$ cat src/rtl/r4_stage_ctrl_if.sv
// Scheduler-side handshake and sample RAM / butterfly address bus of the radix-4 stage controller.
// master = stage scheduler / bench, slave = r4_stage_ctrl.
`timescale 1ns/1ps
interface r4_stage_ctrl_if #(
    parameter int ADDR_W = 6
) ();
    logic                  start;
    logic [1:0]            stage;
    logic                  hold;
    logic                  busy;
    logic                  done;
    logic                  err;
    logic                  rd_en;
    logic [4*ADDR_W-1:0]   rd_addr;
    logic                  wr_en;
    logic [4*ADDR_W-1:0]   wr_addr;
    logic [31:0]           perf_cyc;
    logic [31:0]           perf_hold;

    modport master (
        output start, stage, hold,
        input  busy, done, err, rd_en, rd_addr, wr_en, wr_addr, perf_cyc, perf_hold
    );

    modport slave (
        input  start, stage, hold,
        output busy, done, err, rd_en, rd_addr, wr_en, wr_addr, perf_cyc, perf_hold
    );
endinterface

$ cat src/rtl/r4_stage_ctrl.sv
// In-place radix-4 DIF stage sequencer: issues 4 read addresses per group, replays them as writes
// RD_LAT+BF_LAT cycles later. Define R4_CTRL_PERF_EN to build the busy/hold performance counters.
`timescale 1ns/1ps
module r4_stage_ctrl #(
    parameter int N_LOG4 = 3,
    parameter int ADDR_W = 6,
    parameter int RD_LAT = 1,
    parameter int BF_LAT = 14
) (
    input  logic             clk,
    input  logic             reset,
    r4_stage_ctrl_if.slave   bus
);
    localparam int GW  = 2*N_LOG4 - 2;
    localparam int D   = RD_LAT + BF_LAT;
    localparam int AW4 = 4*ADDR_W;
    localparam logic [ADDR_W-1:0] ONES = '1;

    typedef enum logic [1:0] {S_IDLE, S_ISSUE, S_DRAIN, S_DONE} state_e;

    state_e                    state_q, state_d;
    logic [GW-1:0]             g_q, g_d;
    logic [1:0]                stage_q, stage_d;
    logic                      err_q, err_d;
    logic [D-1:0]              vld_q, vld_d;
    logic [D-1:0][AW4-1:0]     addr_q, addr_d;

    logic                      start_ok, start_bad, issue, last_grp;
    logic [7:0]                sh_l;
    logic [ADDR_W-1:0]         lo_mask, g_ext, a_lo, a_hi;
    logic [AW4-1:0]            grp_addr, rd_addr_w;

    always_comb begin
        start_ok  = (state_q == S_IDLE) && bus.start && (int'(bus.stage) < N_LOG4);
        start_bad = (state_q == S_IDLE) && bus.start && (int'(bus.stage) >= N_LOG4);
        issue     = (state_q == S_ISSUE) && !bus.hold;
        last_grp  = issue && (g_q == '1);
    end

    // Butterfly span is 4**(N_LOG4-1-stage): splice k into the group index at bit L.
    always_comb begin
        sh_l     = 8'(2*(N_LOG4-1)) - {5'b0, stage_q, 1'b0};
        lo_mask  = ~(ONES << sh_l);
        g_ext    = ADDR_W'(g_q);
        a_lo     = g_ext & lo_mask;
        a_hi     = (g_ext & ~lo_mask) << 2;
        grp_addr = '0;
        for (int unsigned k = 0; k < 4; k++) begin
            grp_addr[k*ADDR_W +: ADDR_W] = a_hi | (ADDR_W'(k) << sh_l) | a_lo;
        end
        rd_addr_w = issue ? grp_addr : '0;
    end

    always_ff @(posedge clk or negedge reset) begin
        if (!reset) state_q <= S_IDLE;
        else        state_q <= state_d;
    end

    always_comb begin
        state_d = state_q;
        case (state_q)
            S_IDLE:  if (start_ok) state_d = S_ISSUE;
            S_ISSUE: if (last_grp) state_d = S_DRAIN;
            // Leave once nothing is left behind the output slot; that slot's write is this cycle.
            S_DRAIN: if (vld_q[D-2:0] == '0) state_d = S_DONE;
            S_DONE:  state_d = S_IDLE;
            default: state_d = S_IDLE;
        endcase
    end

    always_comb begin
        bus.busy    = (state_q != S_IDLE);
        bus.done    = (state_q == S_DONE);
        bus.err     = err_q;
        bus.rd_en   = issue;
        bus.rd_addr = rd_addr_w;
        bus.wr_en   = vld_q[D-1];
        bus.wr_addr = addr_q[D-1];
    end

    always_comb begin
        g_d     = g_q;
        stage_d = stage_q;
        err_d   = start_bad;
        if (start_ok) begin
            g_d     = '0;
            stage_d = bus.stage;
        end else if (issue) begin
            g_d = g_q + GW'(1);
        end
        vld_d  = {vld_q[D-2:0], issue};
        addr_d = {addr_q[D-2:0], rd_addr_w};
    end

    always_ff @(posedge clk or negedge reset) begin
        if (!reset) begin
            g_q     <= '0;
            stage_q <= '0;
            err_q   <= 1'b0;
            vld_q   <= '0;
            addr_q  <= '0;
        end else begin
            g_q     <= g_d;
            stage_q <= stage_d;
            err_q   <= err_d;
            vld_q   <= vld_d;
            addr_q  <= addr_d;
        end
    end

`ifdef R4_CTRL_PERF_EN
    logic [31:0] pcyc_q, pcyc_d, phold_q, phold_d;

    always_comb begin
        pcyc_d  = pcyc_q;
        phold_d = phold_q;
        if (start_ok) begin
            pcyc_d  = '0;
            phold_d = '0;
        end else begin
            if ((state_q != S_IDLE) && (pcyc_q != '1)) pcyc_d = pcyc_q + 32'd1;
            if ((state_q == S_ISSUE) && bus.hold && (phold_q != '1)) phold_d = phold_q + 32'd1;
        end
    end

    always_ff @(posedge clk or negedge reset) begin
        if (!reset) begin
            pcyc_q  <= '0;
            phold_q <= '0;
        end else begin
            pcyc_q  <= pcyc_d;
            phold_q <= phold_d;
        end
    end

    assign bus.perf_cyc  = pcyc_q;
    assign bus.perf_hold = phold_q;
`else
    assign bus.perf_cyc  = '0;
    assign bus.perf_hold = '0;
`endif
endmodule

$ cat src/flat_wrapper.sv
// flat-port wrapper written by rule: the top's interface ports become plain ports
module r4_stage_ctrl_flat 
#(
    parameter int N_LOG4 = 3,
    parameter int ADDR_W = 6,
    parameter int RD_LAT = 1,
    parameter int BF_LAT = 14
)
  (clk, reset, bus_start, bus_stage, bus_hold, bus_busy, bus_done, bus_err, bus_rd_en, bus_rd_addr, bus_wr_en, bus_wr_addr, bus_perf_cyc, bus_perf_hold);
  r4_stage_ctrl_if #(.ADDR_W(ADDR_W)) bus_i ();
  input  logic clk;
  input  logic reset;
  input wire logic [$bits(bus_i.start)-1:0] bus_start;
  input wire logic [$bits(bus_i.stage)-1:0] bus_stage;
  input wire logic [$bits(bus_i.hold)-1:0] bus_hold;
  output wire logic [$bits(bus_i.busy)-1:0] bus_busy;
  output wire logic [$bits(bus_i.done)-1:0] bus_done;
  output wire logic [$bits(bus_i.err)-1:0] bus_err;
  output wire logic [$bits(bus_i.rd_en)-1:0] bus_rd_en;
  output wire logic [$bits(bus_i.rd_addr)-1:0] bus_rd_addr;
  output wire logic [$bits(bus_i.wr_en)-1:0] bus_wr_en;
  output wire logic [$bits(bus_i.wr_addr)-1:0] bus_wr_addr;
  output wire logic [$bits(bus_i.perf_cyc)-1:0] bus_perf_cyc;
  output wire logic [$bits(bus_i.perf_hold)-1:0] bus_perf_hold;
  assign bus_i.start = bus_start;
  assign bus_i.stage = bus_stage;
  assign bus_i.hold = bus_hold;
  assign bus_busy = bus_i.busy;
  assign bus_done = bus_i.done;
  assign bus_err = bus_i.err;
  assign bus_rd_en = bus_i.rd_en;
  assign bus_rd_addr = bus_i.rd_addr;
  assign bus_wr_en = bus_i.wr_en;
  assign bus_wr_addr = bus_i.wr_addr;
  assign bus_perf_cyc = bus_i.perf_cyc;
  assign bus_perf_hold = bus_i.perf_hold;
  r4_stage_ctrl #(.N_LOG4(N_LOG4), .ADDR_W(ADDR_W), .RD_LAT(RD_LAT), .BF_LAT(BF_LAT)) u_core (.clk(clk), .reset(reset), .bus(bus_i));
endmodule
$ cat config.mk
export PLATFORM = sky130hd
export DESIGN_NAME = r4_stage_ctrl_flat
export DESIGN_NICKNAME = d
export VERILOG_FILES = /design/src/rtl/r4_stage_ctrl_if.sv /design/src/rtl/r4_stage_ctrl.sv /design/src/flat_wrapper.sv
export SDC_FILE = /design/constraint.sdc
export NUM_CORES = 1
export LEC_CHECK = 0
export CORE_ASPECT_RATIO = 0.7
export CORE_UTILIZATION = 48
export DETAILED_ROUTE_END_ITERATION = 16
export PLACE_DENSITY = 0.75
export SLEW_MARGIN = 20
export SYNTH_ARGS = -nofsm -noshare
export SYNTH_HDL_FRONTEND = slang
export SYNTH_SLANG_ARGS = --single-unit
export TNS_END_PERCENT = 100
$ cat constraint.sdc
create_clock -name clk -period 4.6 [get_ports clk]
set_input_delay 0.69 -clock clk [delete_from_list [all_inputs] [get_ports clk]]
set_output_delay 0.69 -clock clk [all_outputs]
set_load 0.02 [all_outputs]
After elaboration in Yosys (flattened, before gate mapping) --
Cells that the tools add are included.
Storage, ports and cells: bits in registers 384, word-level logic and storage cells 66, bits of input ports 6, output and inout port bits 117
Operators by class: reductions and logical operators 11, mux-type cells 7, shift-type cells 5, bitwise logic cells 12, magnitude comparators 2, add/subtract/negate cells 2, eq/ne operators 7
Operators by type and width (number):
- $or 6x6->6 | 8
- $mux 24 | 1
- $shl 1x8->6 const A | 2
- $shl 2x8->6 const A | 2
- $logic_not 14->1 | 1
- $mux 4 | 2
- $pmux 2 s4 | 1
- $shl 6x8->6 const A | 1
- $and 4x6->6 | 1
- $mux 2 | 3
- $ne 2x1->1 const B | 3
- $not 6->6 | 1
- $logic_and 1x1->1 | 5
- $add 4x1->4 const B | 1
- $and 4x4->4 | 1
- $eq 2x2->1 const B | 2
- $eq 4x4->1 const B | 1
- $not 4->4 | 1
- $reduce_bool 2->1 | 2
- $sub 3x3->4 const A | 1
- $reduce_and 3->1 | 1
- $eq 2x1->1 const B | 1
- $ge 2x2->1 const B | 1
- $logic_not 2->1 | 1
- other kinds (2) | 2

Longest topological paths before layout --
depth in word-level cells 8, depth in mapped cells 9

Worst setup path after synthesis --
OpenSTA, ideal clock, no wires.
kind input port to output port, from input port bus_hold, to output port bus_rd_addr[10], arrival time 1.597 ns, stages 7, setup slack 2.313 ns, required time 3.910 ns, buffers on the path 3, cell sequence nand2b_4 > buf_6 > inv_4 > buf_8 > and3_1 > a21o_1 > buf_4
RTL lines:
- start: declaration | line flat_wrapper.sv:15 | input wire logic [$bits(bus_i.hold)-1:0] bus_hold;
- end: declaration | line flat_wrapper.sv:20 | output wire logic [$bits(bus_i.rd_addr)-1:0] bus_rd_addr;

Worst setup path after layout --
from register u_core.state_q[1], to output port bus_rd_addr[10]
Between the ends: longest elaborated chain between the ends 3
RTL lines:
- start: declaration | line r4_stage_ctrl.sv:21 | state_e state_q, state_d;
- start signal: assignment | line r4_stage_ctrl.sv:56 | else state_q <= state_d;
- $eq 2x1->1 | line r4_stage_ctrl.sv:36 | issue = (state_q == S_ISSUE) && !bus.hold;
- $logic_and 1x1->1 | line r4_stage_ctrl.sv:36
- $mux 24 | line r4_stage_ctrl.sv:51 | rd_addr_w = issue ? grp_addr : '0;
Every way passes these cells.

==> impl_results.md <==
* Setup crit end: bus_rd_addr[10]
* F_max at 0.314 GHz
* Clock transition at the registers of the reported paths at 0.07 ns
* Crit path arrival time at 2.49 ns
* Crit path required time at 3.91 ns
* Vias in the first global route at 2,402
* WL per Instance at 12.2 um
* Synthesized area at 0.00634 mm^2
* # port buffers at 58
* I/O pins at 123
* Max VDD drop at 0.360 mV
* Post-synthesis sequential area ratio at 0.805
* Status: finished clean
* Starting DRT DRC Count at 130
* Antenna Nets Post-Route at 0
* Die Span X at 139 um
* Sw frac at 0.241
* Gate power share at 0.129
* Dpl hpwl at 4.24 mm
* CTS Hold Bufs at 0
* Power density over cell area at 594 mW/mm^2
* Total power at 4.31 mW
* Hold_ws at 0.342 ns
* Final min period at 3.18 ns
* Largest net degree at the start of global routing at 133
* CTS Buf Count at 18
* Die height at 98.2 um
* Period utilisation layout at 0.691
* DRC at 0
* Drt first pass iters at 5
* P_int at 3.28 mW
* Fin Setup TNS at 0 ns
* Worst rel slew slack at 0.352
* CP Max Fanout at 12
* First-pass GRT wire length at 11.7 mm
* Total track usage at 0.108
* Net Sw Power at 1.04 mW
* Hold/Removal Path Class: register to register
* Mapped Cells at 372
* Fraction of layout cells with a size suffix above 1 at 0.0898
* Count of final setup violators at 0
* Crit path from: u_core.state_q[1]
* Die area at 0.0137 mm^2
* Slew @ Worst Pin at 0.972 ns
* Reg power frac at 0.503
* Max Root-Sink Buffers at 3
* WL final at 7.15 mm
* Worst r2r src: u_core.g_q[0]
* Layout Utilization at 0.575
* Setup bufs post-CTS at 0
* Initial antenna violation count at 0
* Routed vias/inst at 4.07
* Clock Tree Root: clkbuf_16
* Via count at 2,380
* Worst flop-to-flop path endpoint: u_core.state_q[1]
* # diodes at 0
* CTS tree: built
* Crit path launch type: register
* Reg2reg path depth at 5
* Max-cap viol count at 0
* Area delta synth->final at 14.5%
* Skew final at 0.00495 ns
* Grt total ovfl at 0
* FP Rows at 34
* Initial Util at 0.502
* Core area at 0.0126 mm^2
* Worst setup path category: register to output port
* Crit end category: output port
* Final Hold Viols at 0
* Internal reg-to-reg setup slack at 2.98 ns
* CTS H-tree lvls at 1
* RSZ-0062 raised after global routing: false
* Post-Syn Area per Cell at 17.1 um^2
* Syn. warnings at 0
* Clock sink total at 204
* Post-CTS sizing at 0
* Clk Latency, worst-skew pair at 0.46 ns
* Layout Cells excl Fill at 585
* Leak at 3.81 nW
* Routability cong. at 0.757
* Register bit count reported by yosys at 204
* Final Max Slew Viols at 0
* Synth cell types at 27
* Min-delay src: u_core.addr_d[142]
* Clk pwr share at 0.368
* Fin nets at 427
* Placed Cells at 554
-- power by group through the flow --
stage	sequential, mW	clock (mW)	combinational, mW
3_3_place_gp	2.18	0	0.535
3_5_place_dp	2.21	0	0.556
6_report	2.17	1.59	0.558
2_1_floorplan	2.19	0	0.419
5_1_grt	2.20	1.71	0.610
4_1_cts	2.18	1.64	0.560
-- worst max-delay path, cell delays in order, from the launching register on --
cell and delay [ns]:
dfrtp_1 0.41, inv_1 0.11, ha_1 0.25, nand2b_4 0.12, inv_4 0.14, and3_1 0.25
a21o_1 0.15, clkdlybuf4s50_1 0.61
-- metrics by stage --
| step | cell area (um^2) | worst slack [ns] |
|---|---|---|
| after floorplan | 6580 | 2.31 |
| after global placement | 6610 | 1.55 |
| after detailed placement | 6610 | 1.47 |
| after CTS | 7260 | 1.39 |
| after global routing | 7260 | 1.27 |
| final | 7260 | 1.42 |
-- sequential cells by signal, indices dropped and copies added (netlist names) --
register            count
u_core.addr_d         168
u_core.bus.err          1
u_core.bus.wr_addr     12
u_core.g_q              4
u_core.stage_q          2
u_core.state_q          2
u_core.vld_q           15
-- synth_stat cells --
library cell    n  area (um^2)
and3_1          2         12.5
nand4b_1        1         8.76
conb_1          1         3.75
buf_6           1         11.3
o32a_1          1         10.0
nand2_1         5         18.8
a21boi_0        1         7.51
o2bb2ai_1       1         8.76
nand4_2         1         12.5
a21oi_2         1         8.76
mux2_1          1         11.3
dfrtp_1       204         5100
nand2b_4        1         13.8
buf_8           1         15.0
nand4_1         1         6.26
nor3b_1         2         15.0
inv_1           6         22.5
a21oi_1         2         10.0
nor4_2          3         37.5
ha_1            9          113
xor2_1          2         17.5
a22oi_1         2         15.0
xnor2_1         1         8.76
a21o_1          4         30.0
nor2_1         17         63.8
inv_4           1         6.26
buf_4         100          751
-- how the worst min path moves through the flow --
stage | depth (start not counted) | slack [ns] | end
CTS | 0 | 0.34 | u_core.addr_d[166]
finish | 0 | 0.34 | u_core.addr_d[166]
global route | 0 | 0.34 | u_core.addr_d[166]
global placement | 0 | 0.33 | u_core.addr_d[90]
floorplan | 0 | 0.33 | u_core.addr_d[103]
detailed placement | 0 | 0.33 | u_core.addr_d[107]
-- cells in the final DEF (no fill, tap or decap), types with 2 or more instances in the layout --
master	n
conb_1	64
nor4_2	3
nand2_1	5
clkinv_2	2
clkbuf_16	19
clkdlybuf4s50_1	57
nor3b_1	2
clkbuf_1	2
bufinv_16	3
a21oi_1	2
a21o_1	4
clkbuf_8	6
ha_1	9
a22oi_1	2
nor2_1	17
inv_1	6
and3_1	2
dfrtp_1	204
xor2_1	2
-- metal layers --
metal  vias up  GRT usage  share of wire
met2        90      0.170           0.48
met3        14     0.0348          0.077
met1      1202      0.143           0.43
met4         0     0.0342          0.021
met5         -          0              0
li1       1074          -              -
-- logic make-up after synthesis --
group / after synthesis / synth area share
and+or+nand+nor: 33 / 0.0298
DFF: 204 / 0.805
buffers and inverters: 109 / 0.127
xor gates and xnor gates: 3 / 0.00414
adders and majority gates: 9 / 0.0178
muxes: 1 / 0.00178
AOI/OAI and AO/OA: 12 / 0.0142
other: 1 / 0.000591
-- cell type report --
type / instances / area (um^2)
well taps: 162 / 203
repair buffers: 59 / 604
fillers: 932 / 5370
flip-flops and latches: 204 / 5100
inverters: 7 / 28.8
multi-input cells: 122 / 669
clock buffers: 26 / 552
clock inverters: 5 / 100
Power figures use the tool's default switching activity.
